<file path="src/rtl/mem_bus_arbiter_if.sv">
// Handshake bundle for mem_bus_arbiter: instruction-fetch port, data port
// and the shared memory bus. The master modport is the environment
// (requesters plus bus responder); the slave modport is the arbiter.
interface mem_bus_arbiter_if #(
    parameter int ADDR_W = 64,
    parameter int DATA_W = 64,
    parameter int STRB_W = 8
) ();
    // instruction fetch port
    logic              i_req_valid;
    logic [ADDR_W-1:0] i_req_addr;
    logic              i_resp_valid;
    logic [DATA_W-1:0] i_resp_data;
    // MEM-stage data port
    logic              d_req_valid;
    logic              d_req_write;
    logic [ADDR_W-1:0] d_req_addr;
    logic [STRB_W-1:0] d_req_strobe;
    logic [DATA_W-1:0] d_req_wdata;
    logic              d_resp_valid;
    logic [DATA_W-1:0] d_resp_data;
    logic              resp_err;
    // shared memory bus
    logic              bus_valid;
    logic              bus_write;
    logic [ADDR_W-1:0] bus_addr;
    logic [STRB_W-1:0] bus_strobe;
    logic [DATA_W-1:0] bus_wdata;
    logic              bus_ready;
    logic [DATA_W-1:0] bus_rdata;

    modport master (
        output i_req_valid, i_req_addr,
        input  i_resp_valid, i_resp_data,
        output d_req_valid, d_req_write, d_req_addr, d_req_strobe, d_req_wdata,
        input  d_resp_valid, d_resp_data, resp_err,
        input  bus_valid, bus_write, bus_addr, bus_strobe, bus_wdata,
        output bus_ready, bus_rdata
    );

    modport slave (
        input  i_req_valid, i_req_addr,
        output i_resp_valid, i_resp_data,
        input  d_req_valid, d_req_write, d_req_addr, d_req_strobe, d_req_wdata,
        output d_resp_valid, d_resp_data, resp_err,
        output bus_valid, bus_write, bus_addr, bus_strobe, bus_wdata,
        input  bus_ready, bus_rdata
    );
endinterface

</file>
<file path="src/rtl/mem_bus_arbiter.sv">
// mem_bus_arbiter: shares one memory bus between instruction fetch (I) and
// the MEM-stage data port (D). One transaction in flight at a time:
// IDLE (grant) -> BUSY (hold bus) -> RESP (one-cycle completion pulse).
// D wins ties; after STARVE_LIMIT consecutive D grants with I waiting,
// I is forced through.
// Optional feature: define MEM_ARB_TIMEOUT_EN to abort a bus transaction
// after TIMEOUT_CYC cycles without bus_ready (completion flagged by resp_err).
module mem_bus_arbiter #(
    parameter int ADDR_W       = 64,
    parameter int DATA_W       = 64,
    parameter int STRB_W       = 8,
    parameter int STARVE_LIMIT = 4,
    parameter int TIMEOUT_CYC  = 255
) (
    input  logic             clk,
    input  logic             reset,
    mem_bus_arbiter_if.slave bus_if
);
    localparam int STARVE_W = $clog2(STARVE_LIMIT + 1);
    localparam logic [STARVE_W-1:0] STARVE_MAX = STARVE_W'(STARVE_LIMIT);
    localparam logic [STARVE_W-1:0] STARVE_ONE = STARVE_W'(1);

    typedef enum logic [1:0] {
        ST_IDLE = 2'b00,
        ST_BUSY = 2'b01,
        ST_RESP = 2'b10
    } state_t;

    state_t              r_state;
    state_t              w_next_state;
    logic                w_grant_d;
    logic                w_grant_i;
    logic                w_done;
    logic                w_abort;
    logic                w_wait_expired;

    logic                r_bus_valid;
    logic                r_write;
    logic [ADDR_W-1:0]   r_addr;
    logic [STRB_W-1:0]   r_strobe;
    logic [DATA_W-1:0]   r_wdata;
    logic                r_owner_d;
    logic                r_i_resp_valid;
    logic                r_d_resp_valid;
    logic [DATA_W-1:0]   r_i_resp_data;
    logic [DATA_W-1:0]   r_d_resp_data;
    logic [STARVE_W-1:0] r_starve_cnt;

`ifdef MEM_ARB_TIMEOUT_EN
    localparam int WAIT_W = $clog2(TIMEOUT_CYC + 1);
    localparam logic [WAIT_W-1:0] TIMEOUT_V = WAIT_W'(TIMEOUT_CYC);
    localparam logic [WAIT_W-1:0] WAIT_ONE  = WAIT_W'(1);

    logic [WAIT_W-1:0] r_wait_cnt;
    logic              r_resp_err;

    assign w_wait_expired = (r_wait_cnt == TIMEOUT_V);

    // Count BUSY cycles without bus_ready; restart whenever a new grant is made.
    always_ff @(posedge clk) begin
        if (reset) begin
            r_wait_cnt <= {WAIT_W{1'b0}};
        end else if (w_grant_d || w_grant_i) begin
            r_wait_cnt <= {WAIT_W{1'b0}};
        end else if ((r_state == ST_BUSY) && !bus_if.bus_ready && !w_wait_expired) begin
            r_wait_cnt <= r_wait_cnt + WAIT_ONE;
        end
    end

    // Error flag accompanies the completion pulse of an aborted transaction only.
    always_ff @(posedge clk) begin
        if (reset) begin
            r_resp_err <= 1'b0;
        end else begin
            r_resp_err <= w_abort;
        end
    end

    assign bus_if.resp_err = r_resp_err;
`else
    assign w_wait_expired  = 1'b0;
    assign bus_if.resp_err = 1'b0;
`endif

    // State register.
    always_ff @(posedge clk) begin
        if (reset) begin
            r_state <= ST_IDLE;
        end else begin
            r_state <= w_next_state;
        end
    end

    // Next-state logic: grant choice in IDLE, completion/abort detection in BUSY.
    always_comb begin
        w_next_state = r_state;
        w_grant_d    = 1'b0;
        w_grant_i    = 1'b0;
        w_done       = 1'b0;
        w_abort      = 1'b0;
        case (r_state)
            ST_IDLE: begin
                if (bus_if.d_req_valid &&
                    !(bus_if.i_req_valid && (r_starve_cnt == STARVE_MAX))) begin
                    w_grant_d    = 1'b1;
                    w_next_state = ST_BUSY;
                end else if (bus_if.i_req_valid) begin
                    w_grant_i    = 1'b1;
                    w_next_state = ST_BUSY;
                end else begin
                    w_next_state = ST_IDLE;
                end
            end
            ST_BUSY: begin
                // a ready in the timeout cycle still completes normally
                if (bus_if.bus_ready) begin
                    w_done       = 1'b1;
                    w_next_state = ST_RESP;
                end else if (w_wait_expired) begin
                    w_abort      = 1'b1;
                    w_next_state = ST_RESP;
                end else begin
                    w_next_state = ST_BUSY;
                end
            end
            ST_RESP: begin
                w_next_state = ST_IDLE;
            end
            default: begin
                w_next_state = ST_IDLE;
            end
        endcase
    end

    // Request capture at grant, bus hold while BUSY, response latch and pulse.
    always_ff @(posedge clk) begin
        if (reset) begin
            r_bus_valid    <= 1'b0;
            r_write        <= 1'b0;
            r_addr         <= {ADDR_W{1'b0}};
            r_strobe       <= {STRB_W{1'b0}};
            r_wdata        <= {DATA_W{1'b0}};
            r_owner_d      <= 1'b0;
            r_i_resp_valid <= 1'b0;
            r_d_resp_valid <= 1'b0;
            r_i_resp_data  <= {DATA_W{1'b0}};
            r_d_resp_data  <= {DATA_W{1'b0}};
        end else begin
            r_i_resp_valid <= 1'b0;
            r_d_resp_valid <= 1'b0;
            if (w_grant_d) begin
                r_bus_valid <= 1'b1;
                r_owner_d   <= 1'b1;
                r_write     <= bus_if.d_req_write;
                r_addr      <= bus_if.d_req_addr;
                // loads never carry byte enables onto the bus
                r_strobe    <= bus_if.d_req_write ? bus_if.d_req_strobe : {STRB_W{1'b0}};
                r_wdata     <= bus_if.d_req_wdata;
            end else if (w_grant_i) begin
                r_bus_valid <= 1'b1;
                r_owner_d   <= 1'b0;
                r_write     <= 1'b0;
                r_addr      <= bus_if.i_req_addr;
                r_strobe    <= {STRB_W{1'b0}};
                r_wdata     <= {DATA_W{1'b0}};
            end
            if (w_done || w_abort) begin
                r_bus_valid <= 1'b0;
                if (r_owner_d) begin
                    r_d_resp_valid <= 1'b1;
                    r_d_resp_data  <= (r_write || w_abort) ? {DATA_W{1'b0}} : bus_if.bus_rdata;
                end else begin
                    r_i_resp_valid <= 1'b1;
                    r_i_resp_data  <= w_abort ? {DATA_W{1'b0}} : bus_if.bus_rdata;
                end
            end
        end
    end

    // Starvation counter: consecutive D grants that left a waiting I behind.
    always_ff @(posedge clk) begin
        if (reset) begin
            r_starve_cnt <= {STARVE_W{1'b0}};
        end else if (w_grant_d && bus_if.i_req_valid) begin
            if (r_starve_cnt != STARVE_MAX) begin
                r_starve_cnt <= r_starve_cnt + STARVE_ONE;
            end
        end else if (w_grant_d || w_grant_i) begin
            r_starve_cnt <= {STARVE_W{1'b0}};
        end
    end

    assign bus_if.bus_valid    = r_bus_valid;
    assign bus_if.bus_write    = r_write;
    assign bus_if.bus_addr     = r_addr;
    assign bus_if.bus_strobe   = r_strobe;
    assign bus_if.bus_wdata    = r_wdata;
    assign bus_if.i_resp_valid = r_i_resp_valid;
    assign bus_if.i_resp_data  = r_i_resp_data;
    assign bus_if.d_resp_valid = r_d_resp_valid;
    assign bus_if.d_resp_data  = r_d_resp_data;
endmodule
</file>
<file path="src/flat_wrapper.sv">
// flat-port wrapper written by rule: the top's interface ports become plain ports
module mem_bus_arbiter_flat 
#(
    parameter int ADDR_W       = 64,
    parameter int DATA_W       = 64,
    parameter int STRB_W       = 8,
    parameter int STARVE_LIMIT = 4,
    parameter int TIMEOUT_CYC  = 255
)
  (clk, reset, bus_if_i_req_valid, bus_if_i_req_addr, bus_if_i_resp_valid, bus_if_i_resp_data, bus_if_d_req_valid, bus_if_d_req_write, bus_if_d_req_addr, bus_if_d_req_strobe, bus_if_d_req_wdata, bus_if_d_resp_valid, bus_if_d_resp_data, bus_if_resp_err, bus_if_bus_valid, bus_if_bus_write, bus_if_bus_addr, bus_if_bus_strobe, bus_if_bus_wdata, bus_if_bus_ready, bus_if_bus_rdata);
  mem_bus_arbiter_if #(.ADDR_W(ADDR_W), .DATA_W(DATA_W), .STRB_W(STRB_W)) bus_if_i ();
  input  logic clk;
  input  logic reset;
  input wire logic [$bits(bus_if_i.i_req_valid)-1:0] bus_if_i_req_valid;
  input wire logic [$bits(bus_if_i.i_req_addr)-1:0] bus_if_i_req_addr;
  output wire logic [$bits(bus_if_i.i_resp_valid)-1:0] bus_if_i_resp_valid;
  output wire logic [$bits(bus_if_i.i_resp_data)-1:0] bus_if_i_resp_data;
  input wire logic [$bits(bus_if_i.d_req_valid)-1:0] bus_if_d_req_valid;
  input wire logic [$bits(bus_if_i.d_req_write)-1:0] bus_if_d_req_write;
  input wire logic [$bits(bus_if_i.d_req_addr)-1:0] bus_if_d_req_addr;
  input wire logic [$bits(bus_if_i.d_req_strobe)-1:0] bus_if_d_req_strobe;
  input wire logic [$bits(bus_if_i.d_req_wdata)-1:0] bus_if_d_req_wdata;
  output wire logic [$bits(bus_if_i.d_resp_valid)-1:0] bus_if_d_resp_valid;
  output wire logic [$bits(bus_if_i.d_resp_data)-1:0] bus_if_d_resp_data;
  output wire logic [$bits(bus_if_i.resp_err)-1:0] bus_if_resp_err;
  output wire logic [$bits(bus_if_i.bus_valid)-1:0] bus_if_bus_valid;
  output wire logic [$bits(bus_if_i.bus_write)-1:0] bus_if_bus_write;
  output wire logic [$bits(bus_if_i.bus_addr)-1:0] bus_if_bus_addr;
  output wire logic [$bits(bus_if_i.bus_strobe)-1:0] bus_if_bus_strobe;
  output wire logic [$bits(bus_if_i.bus_wdata)-1:0] bus_if_bus_wdata;
  input wire logic [$bits(bus_if_i.bus_ready)-1:0] bus_if_bus_ready;
  input wire logic [$bits(bus_if_i.bus_rdata)-1:0] bus_if_bus_rdata;
  assign bus_if_i.i_req_valid = bus_if_i_req_valid;
  assign bus_if_i.i_req_addr = bus_if_i_req_addr;
  assign bus_if_i_resp_valid = bus_if_i.i_resp_valid;
  assign bus_if_i_resp_data = bus_if_i.i_resp_data;
  assign bus_if_i.d_req_valid = bus_if_d_req_valid;
  assign bus_if_i.d_req_write = bus_if_d_req_write;
  assign bus_if_i.d_req_addr = bus_if_d_req_addr;
  assign bus_if_i.d_req_strobe = bus_if_d_req_strobe;
  assign bus_if_i.d_req_wdata = bus_if_d_req_wdata;
  assign bus_if_d_resp_valid = bus_if_i.d_resp_valid;
  assign bus_if_d_resp_data = bus_if_i.d_resp_data;
  assign bus_if_resp_err = bus_if_i.resp_err;
  assign bus_if_bus_valid = bus_if_i.bus_valid;
  assign bus_if_bus_write = bus_if_i.bus_write;
  assign bus_if_bus_addr = bus_if_i.bus_addr;
  assign bus_if_bus_strobe = bus_if_i.bus_strobe;
  assign bus_if_bus_wdata = bus_if_i.bus_wdata;
  assign bus_if_i.bus_ready = bus_if_bus_ready;
  assign bus_if_i.bus_rdata = bus_if_bus_rdata;
  mem_bus_arbiter #(.ADDR_W(ADDR_W), .DATA_W(DATA_W), .STRB_W(STRB_W), .STARVE_LIMIT(STARVE_LIMIT), .TIMEOUT_CYC(TIMEOUT_CYC)) u_core (.clk(clk), .reset(reset), .bus_if(bus_if_i));
endmodule
</file>
<file path="config.mk">
export PLATFORM = sky130hd
export DESIGN_NAME = mem_bus_arbiter_flat
export DESIGN_NICKNAME = d
export VERILOG_FILES = /design/src/rtl/mem_bus_arbiter_if.sv /design/src/rtl/mem_bus_arbiter.sv /design/src/flat_wrapper.sv
export SDC_FILE = /design/constraint.sdc
export NUM_CORES = 1
export LEC_CHECK = 0
export BUFFER_PORTS_ARGS = -buffer_cell sky130_fd_sc_hd__buf_2
export CORE_AREA = 3 3 206 208
export CTS_BUF_LIST = sky130_fd_sc_hd__clkbuf_4 sky130_fd_sc_hd__clkbuf_8
export DETAILED_ROUTE_END_ITERATION = 7
export DIE_AREA = 0 0 209 211
export PLACE_DENSITY = 0.53
export SLEW_MARGIN = 20
export SYNTH_ARGS = -nofsm -noshare
export SYNTH_HDL_FRONTEND = slang
export SYNTH_SLANG_ARGS = --single-unit
</file>
<file path="constraint.sdc">
create_clock -name clk -period 4.1 [get_ports clk]
set_input_delay 0.41 -clock clk [delete_from_list [all_inputs] [get_ports clk]]
set_output_delay 0.41 -clock clk [all_outputs]
set_load 0.005 [all_outputs]
</file>
; After elaboration in Yosys (flattened, before gate mapping)
; Cells that the tools add are included.
[totals]
regBits = 274
input_bits = 270
out_inout_bits = 269
elab_cells = 61
[classes]
n_addsub = 1
n_eq_ne = 4
n_mux = 29
n_bitwise = 2
n_reduce_logical = 13
[op_table]
columns = operator, n
row1 = $mux W64, 5
row2 = $mux W8, 3
row3 = $mux W1, 15
row4 = $mux W3, 3
row5 = $reduce_and A2 Y1, 3
row6 = $mux W2, 2
row7 = $pmux W2 S2, 1
row8 = $reduce_bool A2 Y1, 2
row9 = $reduce_or A2 Y1, 2
row10 = $add A3 B1 Y3 const B, 1
row11 = $eq A3 B3 Y1 const B, 1
row12 = $logic_and A1 B1 Y1, 3
row13 = $ne A3 B3 Y1 const B, 1
row14 = $eq A2 B1 Y1 const B, 1
row15 = $logic_not A2 Y1, 1
row16 = $ne A2 B2 Y1 const B, 1
row17 = $not A1 Y1, 2
row18 = $logic_not A1 Y1, 1
row19 = $logic_or A1 B1 Y1, 1

; Depth between registers and ports, before layout
[logic_depth]
word_depth = 9
ltp_mapped = 7

; Worst setup path after synthesis
; Ideal clock, no wire load.
[synth_timing]
path_type = reg-to-reg
from = register u_core.r_starve_cnt[0]
to = register u_core.r_addr[10], in the netlist u_core.bus_if.bus_addr[10]
setup_time_ns = 0.091
arrival_time_ns = 1.517
path_slack_ns = 2.492
path_stages_with_launch = 8
path_buffers = 2
cell_sequence = dfxtp_1 inv_1 ha_1 nand3_1 buf_2 clkbuf_1 nand3_1 a311oi_1
[synth_between]
elab_chain_cells = 7
word_cells_on_any_way = 10
[synth_lines]
columns = element, line_no
row1 = start: declaration, mem_bus_arbiter.sv:47  ; logic [STARVE_W-1:0] r_starve_cnt;
row2 = start signal: assignment, mem_bus_arbiter.sv:183  ; r_starve_cnt <= {STARVE_W{1'b0}};
row3 = start signal: assignment, mem_bus_arbiter.sv:186  ; r_starve_cnt <= r_starve_cnt + STARVE_ONE;
row4 = start signal: assignment, mem_bus_arbiter.sv:189  ; r_starve_cnt <= {STARVE_W{1'b0}};
row5 = $eq A3 B3 Y1 *, mem_bus_arbiter.sv:104  ; !(bus_if.i_req_valid && (r_starve_cnt == STARVE_MAX))) begin
row6 = $logic_and A1 B1 Y1 *, mem_bus_arbiter.sv:104
row7 = $logic_not A1 Y1 *, mem_bus_arbiter.sv:104
row8 = $logic_and A1 B1 Y1 *, mem_bus_arbiter.sv:103  ; if (bus_if.d_req_valid &&
row9 = $mux W1, mem_bus_arbiter.sv:103
row10 = $mux W1, mem_bus_arbiter.sv:101  ; case (r_state)
row11 = $mux W64 / $reduce_bool A2 Y1 (equally long branches), -
row12 = end signal: assignment, mem_bus_arbiter.sv:140  ; r_addr <= {ADDR_W{1'b0}};
row13 = end signal: assignment, mem_bus_arbiter.sv:155  ; r_addr <= bus_if.d_req_addr;
row14 = end signal: assignment, mem_bus_arbiter.sv:163  ; r_addr <= bus_if.i_req_addr;
row15 = end: declaration, mem_bus_arbiter.sv:39  ; logic [ADDR_W-1:0] r_addr;
; Every way passes the cells marked *; elsewhere a longest branch is shown, timed or not.
; A chain may end at the register's enable or synchronous reset.

; Worst setup path in the final report
[layout_timing]
from = register u_core.r_state[1]
to = register u_core.r_addr[42], in the netlist u_core.bus_if.bus_addr[42]
[layout_between]
elab_chain_cells = 3
word_cells_on_any_way = 5
[layout_lines]
columns = element, line_no
row1 = start: declaration, mem_bus_arbiter.sv:29  ; state_t r_state;
row2 = start signal: assignment, mem_bus_arbiter.sv:90  ; r_state <= w_next_state;
row3 = $logic_not A2 Y1 *, mem_bus_arbiter.sv:101
row4 = $mux W1, mem_bus_arbiter.sv:101
row5 = $mux W64 / $reduce_bool A2 Y1 (equally long branches), -
; Marks and branches as above.

==> results.py <==
metrics = {
    "clocking": {
        "cts_buffers": 49,
        "cts.sinks": 274,
        "cts.repair.resized": 0,
        "clk-insertion-delay-late_ns": 0.60,
        "htreeDepth": 2,
        "cts-root-buf": "clkbuf_8",
        "clkTransAtPathRegs_ns": 0.06,
        "clk_path_buf_depth": 3,
        "tritoncts": "built",
    },
    "synthesis": {
        "synth.top_cells.by_area": "dfxtp_1 51%, a21oi_1 12%, nand2_1 6.7%, o21ai_0 6.4%, nand3_1 6.0%",
        "postSynthRegisterBits": 274,
        "synth.yosys.warnings": 0,
        "synth_edf_count": 0,
        "synth_largest_area_cell": "dfxtp_1",
        "yosys_most_used_dff": "dfxtp_1",
        "synth_fp_nets": 1599,
        "synth.avg_cell_area_um2": 8.18,
        "leading_cell_type_by_number_of_instances_after_synthesis": "dfxtp_1",
        "synth_top_cells_by_count": "274 x dfxtp_1, 270 x a21oi_1, 193 x nand2_1",
        "asyncSetResetFlopFracSynth_pct": 0,
        "synth_top_cell_area_share_pct": 50.5,
        "synth_cell_area_um2": 10900,
        "number_of_distinct_library_cell_variants_in_the_gate_level_netlist_after_synthesis": 31,
        "ys_seq_area_share_pct": 50.5,
        "synthCells": 1327,
    },
    "timing": {
        "rsz_0062_raised_after_global_routing": "no",
        "max_freq_mhz": 401,
        "setup_viol_count_final": 0,
        "skew_ns": 0.0175,
        "sum_of_negative_setup_slack_ns": 0,
        "final_hold_slack_ns": 0.0697,
        "finalHoldViolations": 0,
        "worst_tran_pin_value_ns": 0.873,
        "timing_max_transition_violations_final": 0,
        "layout_min_cycle_time_ns": 2.49,
        "rel_slew_slack_pct": 41.7,
        "finalWorstSetupSlack_ns": 1.61,
        "timing.final.crit_share_pct": 60.8,
    },
    "worst_setup_path": {
        "critical_path.max_fanout": 39,
        "worstPathArrival_ns": 2.98,
        "critical_path_buffers_and_inverters": 1,
        "cpPeakStageDelay_ns": 0.76,
        "critPathTopFamily": "simple AND/OR/NAND/NOR gates",
        "setup.worst_path.class": "flop to flop",
        "critical_path.cell_chain": "or3b_1 > buf_4 > o21ai_0 > a311oi_1",
        "setup.worst_path.end_class": "flop",
        "worst_setup_path_start_kind": "flop",
        "crit_slowest_cell": "or3b_1",
        "data_required_critical_path_ns": 4.59,
    },
    "power": {
        "power.density_nw_per_um2": 431,
        "worst_ir_drop_on_vdd_mv": 0.243,
        "power_leakage_uw": 0.00668,
    },
    "grt": {
        "groute.usage.overall_pct": 19.1,
        "grt_max_degree": 105,
        "first_global_vias": 11845,
        "antenna_found_initial": 5,
        "first_pass_grt_wire_length_um": 68100,
        "grt_overflow_total": 0,
    },
    "placed_design": {
        "gp_routability_congestion": 0.850,
        "port_buffers": 537,
        "place_worst_setup_slack_ns": 1.58,
        "place_area_um2": 13900,
        "place_hpwl_um": 30000,
    },
    "cells_and_area": {
        "postLayoutCoreUtil_pct": 38.3,
        "fin_nets": 2121,
        "finish.instance_area_um2": 15600,
        "synthToLayoutAreaGrowth_pct": 43.8,
        "drive_gt1_share_pct": 34.9,
    },
    "detailed_routing": {
        "via_count": 12142,
        "via_per_inst": 5.02,
        "top_layer_used": "met5",
        "met1Wirelength_um": 18300,
        "routed_wire_length_per_instance_um": 18.6,
        "met2_length_um": 21500,
        "drt_drc_violations_left": 0,
        "total_length_of_routed_wires_um": 44900,
        "first_iter_violations": 815,
        "total_met3_wirelength_after_detailed_routing_um": 3670,
        "dr.pass1.iters": 5,
        "antenna_left": 0,
    },
    "die": {
        "starting_density_of_the_core_pct": 26.7,
        "die_area_um2": 44100,
        "placement_row_count": 74,
        "core_region_area_um2": 40700,
        "die_height_um": 211,
        "boundaryPins": 539,
        "die_width_um": 209,
    },
    "min_path": {
        "hp-class": "input pin to flop",
    },
    "run": {
        "cap_violations": 0,
    },
    "outcome": {
        "outcome": "complete, no violations",
    },
}
## metal layers
| layer | vias up | global-route usage, % |
|---|---|---|
| met5 | - | 0 |
| met4 | 6 | 7.60 |
| met3 | 84 | 5.58 |
| met2 | 529 | 31.7 |
| met1 | 5750 | 23.3 |
| li1 | 5773 | - |
## layout make-up
class	instances	area, um2
repair buffers	623	3560
fillers	4240	25100
clock inverters	8	126
clock buffers	77	960
inverters	3	11.3
well taps	532	666
diodes	2	5.00
multi-input cells	898	4800
flip-flops and latches	274	5490
## final timing paths
check                                startpoint                             to  slack (ns)  depth (start not counted)
hold / removal           bus_if_d_req_wdata[21]    u_core.bus_if.bus_wdata[21]        0.07                          3
setup reg to reg              u_core.r_state[1]     u_core.bus_if.bus_addr[42]        1.61                          4
setup / recovery              u_core.r_state[1]     u_core.bus_if.bus_addr[42]        1.61                          4
hold reg to reg   u_core.bus_if.d_resp_data[17]  u_core.bus_if.d_resp_data[17]        0.45                          2
## flip-flops by register name, indices dropped and copies added, names as in the netlist
name	flops
u_core.bus_if.i_resp_valid	1
u_core.bus_if.bus_valid	1
u_core.r_owner_d	1
u_core.bus_if.d_resp_valid	1
u_core.bus_if.bus_strobe	8
u_core.bus_if.bus_wdata	64
u_core.bus_if.d_resp_data	64
u_core.bus_if.bus_write	1
u_core.bus_if.bus_addr	64
u_core.r_starve_cnt	3
u_core.r_state	2
u_core.bus_if.i_resp_data	64
## worst reg2reg max path, stage by stage, from the launching register on
cell,delay [ns]
dfxtp_1,0.64
or3b_1,0.77
buf_4,0.51
o21ai_0,0.17
a311oi_1,0.31
## cell usage in the layout (no fill, tap or decap), drive strengths merged, types with 2 or more instances in the layout
cell type | Yosys | layout
a21oi | 270 | 270
nand4 | 10 | 10
o21ai | 140 | 140
clkbuf | 100 | 78
buf | 52 | 560
clkinv | 0 | 2
nand2 | 193 | 193
a31oi | 2 | 2
nor2 | 7 | 7
nand3 | 131 | 131
clkinvlp | 0 | 2
ha | 2 | 2
bufinv | 0 | 3
dlygate4sd3 | 0 | 62
dfxtp | 274 | 274
diode | 0 | 2
inv | 3 | 4
or2 | 2 | 2
nand3b | 64 | 64
nor3b | 2 | 2
a311oi | 65 | 65
nor4bb | 2 | 2
## power by group
group	internal, uW	switching (uW)	leakage, uW
clock network	1670	1170	0.000569
registers	2830	88.1	0.00224
logic	425	560	0.00388
total	4920	1810	0.00668
## through the flow
step / cells / power [uW]
floorplan: 1327 / 3430
global placement: 2268 / 3900
detailed placement: 2268 / 3910
CTS: 2415 / 6830
global route: 2416 / 7040
finish: 2417 / 6730
## cells by family (layout without fill, tap and decap cells)
kind of cell	after synthesis	count (layout)	synth area share, %
AND/OR/NAND/NOR	417	417	19.0
buffers and inverters	155	711	5.88
adder cells (fa/ha/maj)	2	2	0.230
flip-flops	274	274	50.5
other	1	3	0.0345
AO/OA/AOI/OAI	478	478	24.3
## what timing repair did
item | in CTS | in global routing
buffers inserted | 0 | 0
endpoints found under the hold margin | 62 | 0
hold buffers | 62 | 0
(Power assumes the default switching activity.)
